## config.mk

```make
export PLATFORM = sky130hd
export DESIGN_NAME = mux16_scan_flat
export DESIGN_NICKNAME = d
export VERILOG_FILES = /design/src/rtl/mux16_scan_pkg.sv /design/src/rtl/mux16_scan_if.sv /design/src/rtl/mux16_scan.sv /design/src/flat_wrapper.sv
export SDC_FILE = /design/constraint.sdc
export NUM_CORES = 1
export LEC_CHECK = 0
export CAP_MARGIN = 30
export CORE_AREA = 4 4 71 73
export CTS_CLUSTER_DIAMETER = 60
export DETAILED_ROUTE_END_ITERATION = 6
export DIE_AREA = 0 0 75 77
export PLACE_DENSITY_LB_ADDON = 0.08
export SYNTH_ARGS = -nofsm -noshare
export SYNTH_HDL_FRONTEND = slang
export SYNTH_SLANG_ARGS = --single-unit
```

## constraint.sdc

```tcl
create_clock -name clk -period 2.2 [get_ports clk]
set_input_delay 0.44 -clock clk [delete_from_list [all_inputs] [get_ports clk]]
set_output_delay 0.44 -clock clk [all_outputs]
set_load 0.005 [all_outputs]
```

## src/rtl/mux16_scan_pkg.sv

```systemverilog
// Shared constants and FSM state encoding for the 16-channel mux scanner.
package mux16_scan_pkg;

    localparam int unsigned MUX_CH = 16;
    localparam int unsigned SEL_W  = 4;

    typedef enum logic [1:0] {
        StIdle,
        StSettle,
        StSample
    } scan_state_e;

endpackage

```

## src/rtl/mux16_scan_if.sv

```systemverilog
// Bus between the scan controller and its environment (requester plus downstream mux16).
interface mux16_scan_if;
    import mux16_scan_pkg::*;

    logic              start;
    logic              continuous;
    logic              abort;
    logic              y;
    logic              s0;
    logic              s1;
    logic              s2;
    logic              s3;
    logic [MUX_CH-1:0] data_out;
    logic              done;
    logic              busy;

    modport master (
        output start, continuous, abort, y,
        input  s0, s1, s2, s3, data_out, done, busy
    );

    modport slave (
        input  start, continuous, abort, y,
        output s0, s1, s2, s3, data_out, done, busy
    );

endinterface

```

## src/rtl/mux16_scan.sv

```systemverilog
// Steps a 4-bit select through all 16 channels of an external mux16, letting each settle
// for SETTLE_CYCLES cycles before sampling y, and publishes the assembled 16-bit word.
module mux16_scan
    import mux16_scan_pkg::*;
#(
    parameter int unsigned SETTLE_CYCLES = 1
) (
    input logic         clk,
    input logic         rst_n,
    mux16_scan_if.slave bus
);

    localparam int unsigned          CntW     = $clog2(SETTLE_CYCLES + 1);
    localparam logic [CntW-1:0]      CntLast  = CntW'(SETTLE_CYCLES - 1);
    localparam logic [SEL_W-1:0]     SelLast  = SEL_W'(MUX_CH - 1);

    scan_state_e       state_q, state_d;
    logic [SEL_W-1:0]  sel_q, sel_d;
    logic [CntW-1:0]   cnt_q, cnt_d;
    logic [MUX_CH-1:0] shadow_q, shadow_d;
    logic [MUX_CH-1:0] data_q, data_d;
    logic              done_q, done_d;
    logic              busy_q, busy_d;

    always_comb begin
        state_d  = state_q;
        sel_d    = sel_q;
        cnt_d    = cnt_q;
        shadow_d = shadow_q;
        data_d   = data_q;
        done_d   = 1'b0;
        busy_d   = busy_q;

        // Abort outranks every other event, including start and the final sample.
        if (bus.abort) begin
            state_d  = StIdle;
            sel_d    = '0;
            cnt_d    = '0;
            shadow_d = '0;
            busy_d   = 1'b0;
        end else begin
            case (state_q)
                StIdle: begin
                    if (bus.start) begin
                        state_d = StSettle;
                        sel_d   = '0;
                        cnt_d   = '0;
                        busy_d  = 1'b1;
                    end
                end
                StSettle: begin
                    cnt_d = cnt_q + CntW'(1);
                    if (cnt_q == CntLast) begin
                        state_d = StSample;
                    end
                end
                StSample: begin
                    shadow_d[sel_q] = bus.y;
                    cnt_d           = '0;
                    if (sel_q != SelLast) begin
                        sel_d   = sel_q + SEL_W'(1);
                        state_d = StSettle;
                    end else begin
                        // Channel 15 bypasses the shadow so the word is published this edge.
                        data_d = {bus.y, shadow_q[MUX_CH-2:0]};
                        done_d = 1'b1;
                        sel_d  = '0;
                        if (bus.continuous) begin
                            state_d = StSettle;
                            busy_d  = 1'b1;
                        end else begin
                            state_d = StIdle;
                            busy_d  = 1'b0;
                        end
                    end
                end
                default: begin
                    state_d = StIdle;
                    sel_d   = '0;
                    cnt_d   = '0;
                    busy_d  = 1'b0;
                end
            endcase
        end
    end

    always_ff @(posedge clk or negedge rst_n) begin
        if (!rst_n) begin
            state_q  <= StIdle;
            sel_q    <= '0;
            cnt_q    <= '0;
            shadow_q <= '0;
            data_q   <= '0;
            done_q   <= 1'b0;
            busy_q   <= 1'b0;
        end else begin
            state_q  <= state_d;
            sel_q    <= sel_d;
            cnt_q    <= cnt_d;
            shadow_q <= shadow_d;
            data_q   <= data_d;
            done_q   <= done_d;
            busy_q   <= busy_d;
        end
    end

    assign bus.s0       = sel_q[0];
    assign bus.s1       = sel_q[1];
    assign bus.s2       = sel_q[2];
    assign bus.s3       = sel_q[3];
    assign bus.data_out = data_q;
    assign bus.done     = done_q;
    assign bus.busy     = busy_q;

endmodule

```

## src/flat_wrapper.sv

```systemverilog
// flat-port wrapper written by rule: the top's interface ports become plain ports
module mux16_scan_flat import mux16_scan_pkg::*;
#(
    parameter int unsigned SETTLE_CYCLES = 1
)
  (clk, rst_n, bus_start, bus_continuous, bus_abort, bus_y, bus_s0, bus_s1, bus_s2, bus_s3, bus_data_out, bus_done, bus_busy);
  mux16_scan_if bus_i ();
  input logic clk;
  input logic rst_n;
  input wire logic [$bits(bus_i.start)-1:0] bus_start;
  input wire logic [$bits(bus_i.continuous)-1:0] bus_continuous;
  input wire logic [$bits(bus_i.abort)-1:0] bus_abort;
  input wire logic [$bits(bus_i.y)-1:0] bus_y;
  output wire logic [$bits(bus_i.s0)-1:0] bus_s0;
  output wire logic [$bits(bus_i.s1)-1:0] bus_s1;
  output wire logic [$bits(bus_i.s2)-1:0] bus_s2;
  output wire logic [$bits(bus_i.s3)-1:0] bus_s3;
  output wire logic [$bits(bus_i.data_out)-1:0] bus_data_out;
  output wire logic [$bits(bus_i.done)-1:0] bus_done;
  output wire logic [$bits(bus_i.busy)-1:0] bus_busy;
  assign bus_i.start = bus_start;
  assign bus_i.continuous = bus_continuous;
  assign bus_i.abort = bus_abort;
  assign bus_i.y = bus_y;
  assign bus_s0 = bus_i.s0;
  assign bus_s1 = bus_i.s1;
  assign bus_s2 = bus_i.s2;
  assign bus_s3 = bus_i.s3;
  assign bus_data_out = bus_i.data_out;
  assign bus_done = bus_i.done;
  assign bus_busy = bus_i.busy;
  mux16_scan #(.SETTLE_CYCLES(SETTLE_CYCLES)) u_core (.clk(clk), .rst_n(rst_n), .bus(bus_i));
endmodule
```

Word level (Yosys, flattened, before mapping)
Cells that the tools add are included.

Register bits: 41. Output and inout port bits: 22. Bits of input ports: 6.

Order comparisons: 2. Bitwise gates (word level): 2. Multiplexer cells: 26. Reduce and logical (&&, ||, !) cells: 7. Eq/ne operators: 7. Add/sub/neg operators: 2.

Operator list (count): $mux W16 (2); $bwmux W16 (1); $mux W4 (3); $pmux W4 S3 (1); $mux W1 (11); $ne A3 B3 Y1 const B (3); $mux W2 (4); $pmux W2 S3 (1); $reduce_and A3 Y1 (2); $lt A4 B5 Y1 const B (1); $add A4 B1 Y4 const B (1); $demux W1 S4 (1); $ge A4 B1 Y1 const B (1); $ne A4 B4 Y1 const B (1); $reduce_and A2 Y1 (2); $pmux W1 S3 (1); $eq A2 B1 Y1 const B (1); $eq A2 B2 Y1 const B (1); $logic_not A2 Y1 (1); $ne A2 B2 Y1 const B (1); $not A1 Y1 (2); $pmux W1 S2 (1); $reduce_bool A2 Y1 (1); $add A1 B1 Y1 const B (1); $logic_and A1 B1 Y1 (1).

Logic depth before layout (Yosys ltp)
Gate-level depths: netlist of the first run.

Word-level depth: 7. Mapped depth: 6.

Least setup slack after synthesis of the first run
No wires, ideal clock.

Path kind: flip-flop to flip-flop. Start: register u_core.sel_q[1]. End: register u_core.data_q[10], in the netlist u_core.bus.data_out[10]. Arrival: 1465 ps. Path buffers: 2. Cell stages (with the launch flop): 6. Required time: 2075 ps. Setup slack: 610 ps. Path through: dfrtp_1 ha_1 clkbuf_1 nand3_4 buf_6 mux2_4.

Longest elaborated chain between the ends: 3.

RTL lines: from (decl) (RTL line mux16_scan.sv:18) `logic [SEL_W-1:0] sel_q, sel_d;`; from (signal assigned) (RTL line mux16_scan.sv:98) `sel_q <= sel_d;`; $ne A4 B4 Y1 (RTL line mux16_scan.sv:60) `if (sel_q != SelLast) begin`; $not A1 Y1 (no source line); $reduce_and A3 Y1 (no source line); to (signal assigned) (RTL line mux16_scan.sv:101) `data_q <= data_d;`; to (decl) (RTL line mux16_scan.sv:21) `logic [MUX_CH-1:0] data_q, data_d;`.

Every way passes these cells. A chain may end at the register's enable or synchronous reset.

Final worst setup path of the first run
Start: register u_core.sel_q[2]. End: output bus_s2.

RTL lines: to (decl) (RTL line flat_wrapper.sv:16) `output wire logic [$bits(bus_i.s2)-1:0] bus_s2;`.

No word-level cell between the ends.

==> qor.yml, run 1 <==
logic_synthesis:
  synth_top_family_by_area: "simple AND/OR/NAND/NOR gates"
  synth_compound_area_share_pct: 10.57
  postSynthCellCount: 165
  synth_adder_area_share_pct: 2.676
  synthArstFlopShare_pct: 100.0
  yosys-mux-area-fraction_pct: 12.51
  synth_edf_count: 0
  synth_top_area_share_pct: 53.51
  synth_flop_cell: "dfrtp_1"
  seq_area_frac_synth_pct: 53.51
  yosysUniqueCellTypes: 30
  synthTopCellsByCount: "dfrtp_1 (40), o21ai_0 (17), a21oi_1 (16), nand4_1 (16), mux2_4 (9)"
  synth_seq_cells: 40
  yosys.area.top_type: "dfrtp_1"
  synth_area_leaders: "dfrtp_1 (54%), mux2_4 (7.2%), nand4_1 (5.4%)"
  yosys_warnings: 0
  synth_xor_area_share_pct: 0.4682
  syn_area_per_cell_sq_um: 11.34
  synth.most_common_cell: "dfrtp_1"
  synth_nets: 175
  synthSimpleGateAreaFrac_pct: 16.19
  syn_area_sq_um: 1871
die:
  initial_utilization_pct: 42.96
  die_area_sq_um: 5775
  core_area_sq_um: 4354
  die_y_microns: 77
  die_w_microns: 75
  ios: 28
  rows: 24
placement:
  place_congestion: 0.7796
  port_buffers: 27
  dp_hpwl_microns: 2600
  dpl-instance-area_sq_um: 2158
final_layout:
  final_core_util_pct: 51.70
  design_area_sq_um: 2251
  synthToLayoutAreaGrowth_pct: 20.33
  final_nets: 199
  drive_gt1_share_pct: 16.32
  num_antenna_cells: 0
critical_path:
  critPathMaxFanout: 13
  end_kind: "output port"
  cpLargestDelayFamily: "flip-flops"
  cp_slowest_stage_delay_ps: 620
  critPathRequiredTime_ps: 1760
  critPathBufInv: 1
  timing.rr.start: "u_core.sel_q[2]"
  r2r_end: "u_core.bus.data_out[11]"
  critPathKind: "flop to output port"
  startpoint_type: "flop"
  reg2reg_slack_ps: 470
  cp.arrival_ps: 1500
  cp_cell_sequence: "clkdlybuf4s50_1"
  cpMaxStageDelayCell: "dfrtp_1"
  ff2ff_path_depth: 3
global_route:
  grt_use_total_pct: 14.37
  antenna_found_initial: 0
  grt_pass1_vias: 1380
  grt_max_degree: 41
  grt_pass1_wl_microns: 6444
  overflow: 0
sta:
  rsz0062_at_grt: "false"
  setup_tns_ps: 0
  finalCriticalPeriod_ps: 1936
  clock.fmax_ghz: 0.5164
  drv_slew: 0
  worstMarginPinSlew_ps: 861.0
  fin_crit_sh_pct: 88.02
  slew_headroom_pct: 42.60
  setup_viol: 0
  finalHoldViolCount: 0
  fin_skew_ps: 9.305
cts:
  clock_path_buffers: 2
  holdBufCountCts: 0
  cts_root_buf: "clkbuf_8"
  clock-sinks: 40
  clock_latency_ps: 290
  htreeDepth: 2
  cts.repair.resized: 0
  cts-buffers-inserted: 5
  cts_setup_buffers: 0
  clk_pin_slew_ps: 80
  tritoncts: "built"
status:
  status: "finished clean"
drt:
  wl_per_cell_microns: 15.69
  drt_iter0_drc: 54
  wl_microns: 3797
  dr.pass1.iters: 4
  route.vias.total: 1330
  route.detailed.drc: 0
  viasPerCell: 5.496
  postRouteAntennaNets: 0
power_and_ir_drop:
  powerDensity_nw_per_um2: 592.2
  leakage_nw: 1.009
  vdd_ir_drop_max_v: 0.0003209
run:
  cap_violations: 0
min_path:
  holdCritPathClass: "primary input to async pin"
-- cell usage in the layout (no fill, tap or decap), drive strengths merged, types with 2 or more instances in the layout --
cell type,netlist,final
dfrtp,40,40
clkbuf,6,6
nor2,6,6
a21oi,16,16
inv,5,5
nand2,3,3
nand2b,3,3
nand3b,4,4
a32oi,2,2
o21ai,17,17
nand4,16,16
clkinv,0,2
buf,6,3
nor2b,3,3
nand3,7,7
mux2i,2,2
ha,4,4
mux2,16,16
clkdlybuf4s50,0,26
-- logic make-up after synthesis --
family / Yosys count
and+or+nand+nor: 48
DFF: 40
AOI/OAI and AO/OA: 37
muxes: 18
buffers and inverters: 17
adders and majority gates: 4
xor gates and xnor gates: 1
-- per-layer routing --
metal	vias up	track usage, %	part of all wire [%]
met2	37	21.52	47
met1	641	18.52	46
met5	-	0	0
met3	8	4.706	5.7
li1	644	-	-
met4	0	6.584	1.7
-- power by group --
part	switching (mW)	total [mW]	internal [mW]
clock network	0.245	0.495	0.250
logic	0.0497	0.0819	0.0323
registers	0.0133	0.756	0.743
-- per-stage QoR --
stage          hold slack [ps]  worst slack, ps  std cells  power (mW)
3_5_place_dp             481.3            140.8        234      0.8544
6_report                 261.7            263.6        242       1.333
3_3_place_gp             466.3            185.3        234      0.8508
4_1_cts                  298.0            253.6        242       1.347
5_1_grt                  329.9            213.9        242       1.389
2_1_floorplan            144.4            609.8        165      0.8112
-- final cells by class --
class | count | area (sq um)
fill | 388 | 2103
clock buffer | 6 | 82.58
tap | 52 | 65.06
multi-input combinational | 108 | 793.3
sequential | 40 | 1001
timing repair buffer | 29 | 280.3
clock inverter | 2 | 10.01
inverter | 5 | 18.77
-- worst max-delay path by stage --
stage,startpoint,cells past startpoint,end,slack [ps]
final,u_core.sel_q[2],1,bus_s2,260
after global routing,u_core.sel_q[2],1,bus_s2,210
after CTS,u_core.sel_q[2],1,bus_s2,250
after detailed placement,bus_abort,4,u_core.bus.data_out[6],140
after global placement,bus_abort,4,u_core.bus.data_out[11],190
after floorplan,u_core.sel_q[1],5,u_core.bus.data_out[10],610
-- sequential cells by signal, summed over array words and instances, names as in the netlist --
register             count
u_core.state_q           2
u_core.bus.done          1
u_core.cnt_q             1
u_core.shadow_q         15
u_core.sel_q             4
u_core.bus.data_out     16
u_core.bus.busy          1
No activity file was read; power rests on OpenSTA's default activity.
==> inputs of run 2 (changes only) <==
Settings changed: CORE_AREA 4 4 71 73 to 5 5 72 74, DIE_AREA 0 0 75 77 to 0 0 77 79.
==> qor.yml, run 2 (synthesis results as in run 1) <==
critical_path:
  startpoint_type: "flop"
  critPathMaxFanout: 13  # unchanged
  cpLargestDelayFamily: "flip-flops"
  critPathKind: "flop to output port"
  critPathRequiredTime_ps: 1760  # about the same
  reg2reg_slack_ps: 460  # about the same
  cp_slowest_stage_delay_ps: 590  # -30 ps
  cpMaxStageDelayCell: "dfrtp_1"
  cp_cell_sequence: "clkdlybuf4s50_1"
  critPathBufInv: 1  # unchanged
  cp.arrival_ps: 1470  # -30 ps
  end_kind: "output port"
global_route:
  grt_pass1_vias: 1368  # -0.87%
  grt_use_total_pct: 13.86  # -0.51 points
  grt_pass1_wl_microns: 6734  # +4.5%
  grt_max_degree: 41  # unchanged
  overflow: 0  # unchanged
  antenna_found_initial: 0  # unchanged
power_and_ir_drop:
  seq_power_share_pct: 58.5  # +1.8 points
  leakage_nw: 1.004  # -0.51%
  p_switching_uw: 301.3  # -2.0%
  clkPwrFrac_pct: 35.1  # -2.0 points
  vdd_ir_drop_max_v: 0.0002198  # -32%
  p_sw_share_pct: 23.30  # +0.22 points
  powerDensity_nw_per_um2: 576.0  # -2.8%
  p_int_uw: 992.2  # -3.2%
  p_comb_share_pct: 6.4  # +0.3 points
drt:
  drt_iter0_drc: 76  # +41%
  postRouteAntennaNets: 0  # unchanged
  route.detailed.drc: 0  # unchanged
  wl_microns: 3921  # +3.3%
  route.vias.total: 1345  # +1.1%
  dr.pass1.iters: 4  # unchanged
  wl_per_cell_microns: 16.07  # +2.4%
  viasPerCell: 5.512  # +0.30%
final_layout:
  instances_no_fill: 244  # +0.83%
  drive_gt1_share_pct: 15.79  # -0.53 points
  final_cell_mix: "dfrtp_1 (40), clkdlybuf4s50_1 (26), o21ai_0 (17)"
  num_antenna_cells: 0  # unchanged
  final_nets: 200  # +0.50%
  final_common_cell: "dfrtp_1"
  synthToLayoutAreaGrowth_pct: 20.07
  largest_reg_flops: 16  # unchanged
cts:
  clock_latency_ps: 290  # about the same
  tritoncts: "built"
  cts-buffers-inserted: 5  # unchanged
  cts_setup_buffers: 0  # unchanged
  clock_path_buffers: 2  # unchanged
  cts_root_buf: "clkbuf_8"
  clock-sinks: 40  # unchanged
  htreeDepth: 2  # unchanged
  clk_pin_slew_ps: 80  # about the same
  cts.repair.resized: 0  # unchanged
  holdBufCountCts: 0  # unchanged
placement:
  place_congestion: 0.7948  # +1.9%
  dp_hpwl_microns: 2745  # +5.6%
  pre_cts_ws_ps: 145.4  # +4.637 ps
  port_buffers: 27  # unchanged
  place_inst: 237  # +1.3%
status:
  status: "finished clean"
sta:
  finalCriticalPeriod_ps: 1906  # -30.72 ps
  setup_tns_ps: 0  # unchanged
  worst_slack_ps: 294.4  # +30.73 ps
  drv_slew: 0  # unchanged
  finalHoldViolCount: 0  # unchanged
  setup_viol: 0  # unchanged
  fin_crit_sh_pct: 86.62  # -1.4 points
  fin_skew_ps: 6.853  # -2.452 ps
  rsz0062_at_grt: "false"
  slew_headroom_pct: 65.80  # +23 points
  worstMarginPinSlew_ps: 511.4  # -349.6 ps
  clock.fmax_ghz: 0.5248  # +1.6%
die:
  ios: 28  # unchanged
  die_area_sq_um: 6083  # +5.3%
  core_area_sq_um: 4536  # +4.2%
  die_w_microns: 77  # +2.7%
  die_y_microns: 79  # +2.6%
  rows: 25  # +4.2%
  initial_utilization_pct: 41.24  # -1.7 points
run:
  cap_violations: 0  # unchanged
min_path:
  holdCritPathClass: "primary input to async pin"
-- run 2: final cells by class --
class	count	area, sq um
tap	54	67.56
timing repair buffer	30	287.8
fill	429	2290
inverter	5	18.77
multi-input combinational	108	793.3
clock inverter	1	5.005
clock buffer	6	72.57
sequential	40	1001
-- run 2: path summary, 6_finish.rpt --
check	end	from	depth (start not counted)
setup / recovery	bus_s3	u_core.sel_q[3]	1
hold / removal	u_core.bus.data_out[2]	rst_n	2
setup reg to reg	u_core.bus.data_out[9]	u_core.state_q[1]	3
hold reg to reg	u_core.state_q[1]	u_core.cnt_q	1
max in group asynchronous	u_core.shadow_q[11]	rst_n	2
min in group clk	u_core.state_q[1]	u_core.cnt_q	1
-- run 2: per-stage QoR --
stage	utilization [%]	area (sq um)	power, mW	hold slack, ps
detailed placement	47.81	2168	0.8549	489.5
global route	49.52	2246	1.358	245.9
finish	49.52	2246	1.294	199.8
CTS	49.52	2246	1.310	222.6
floorplan	-	1871	0.8112	144.4
global placement	47.81	2168	0.8524	470.0
-- run 2: layer usage --
layer  part of all wire, %  vias to the layer above  wire, microns  track usage [%]
met2                    49                       34           1922            22.75
li1                      -                      651              -                -
met5                     0                        -              0                0
met1                    45                      652           1749            17.15
met3                   4.5                        8            175            4.082
met4                   1.9                        0             74            5.498
-- run 2: power by group through the flow --
stage	clock network (mW)	logic (mW)	registers (mW)
6_report	0.454	0.0827	0.757
5_1_grt	0.507	0.0932	0.758
4_1_cts	0.469	0.0842	0.757
2_1_floorplan	0	0.0470	0.764
3_3_place_gp	0	0.0823	0.770
3_5_place_dp	0	0.0841	0.771
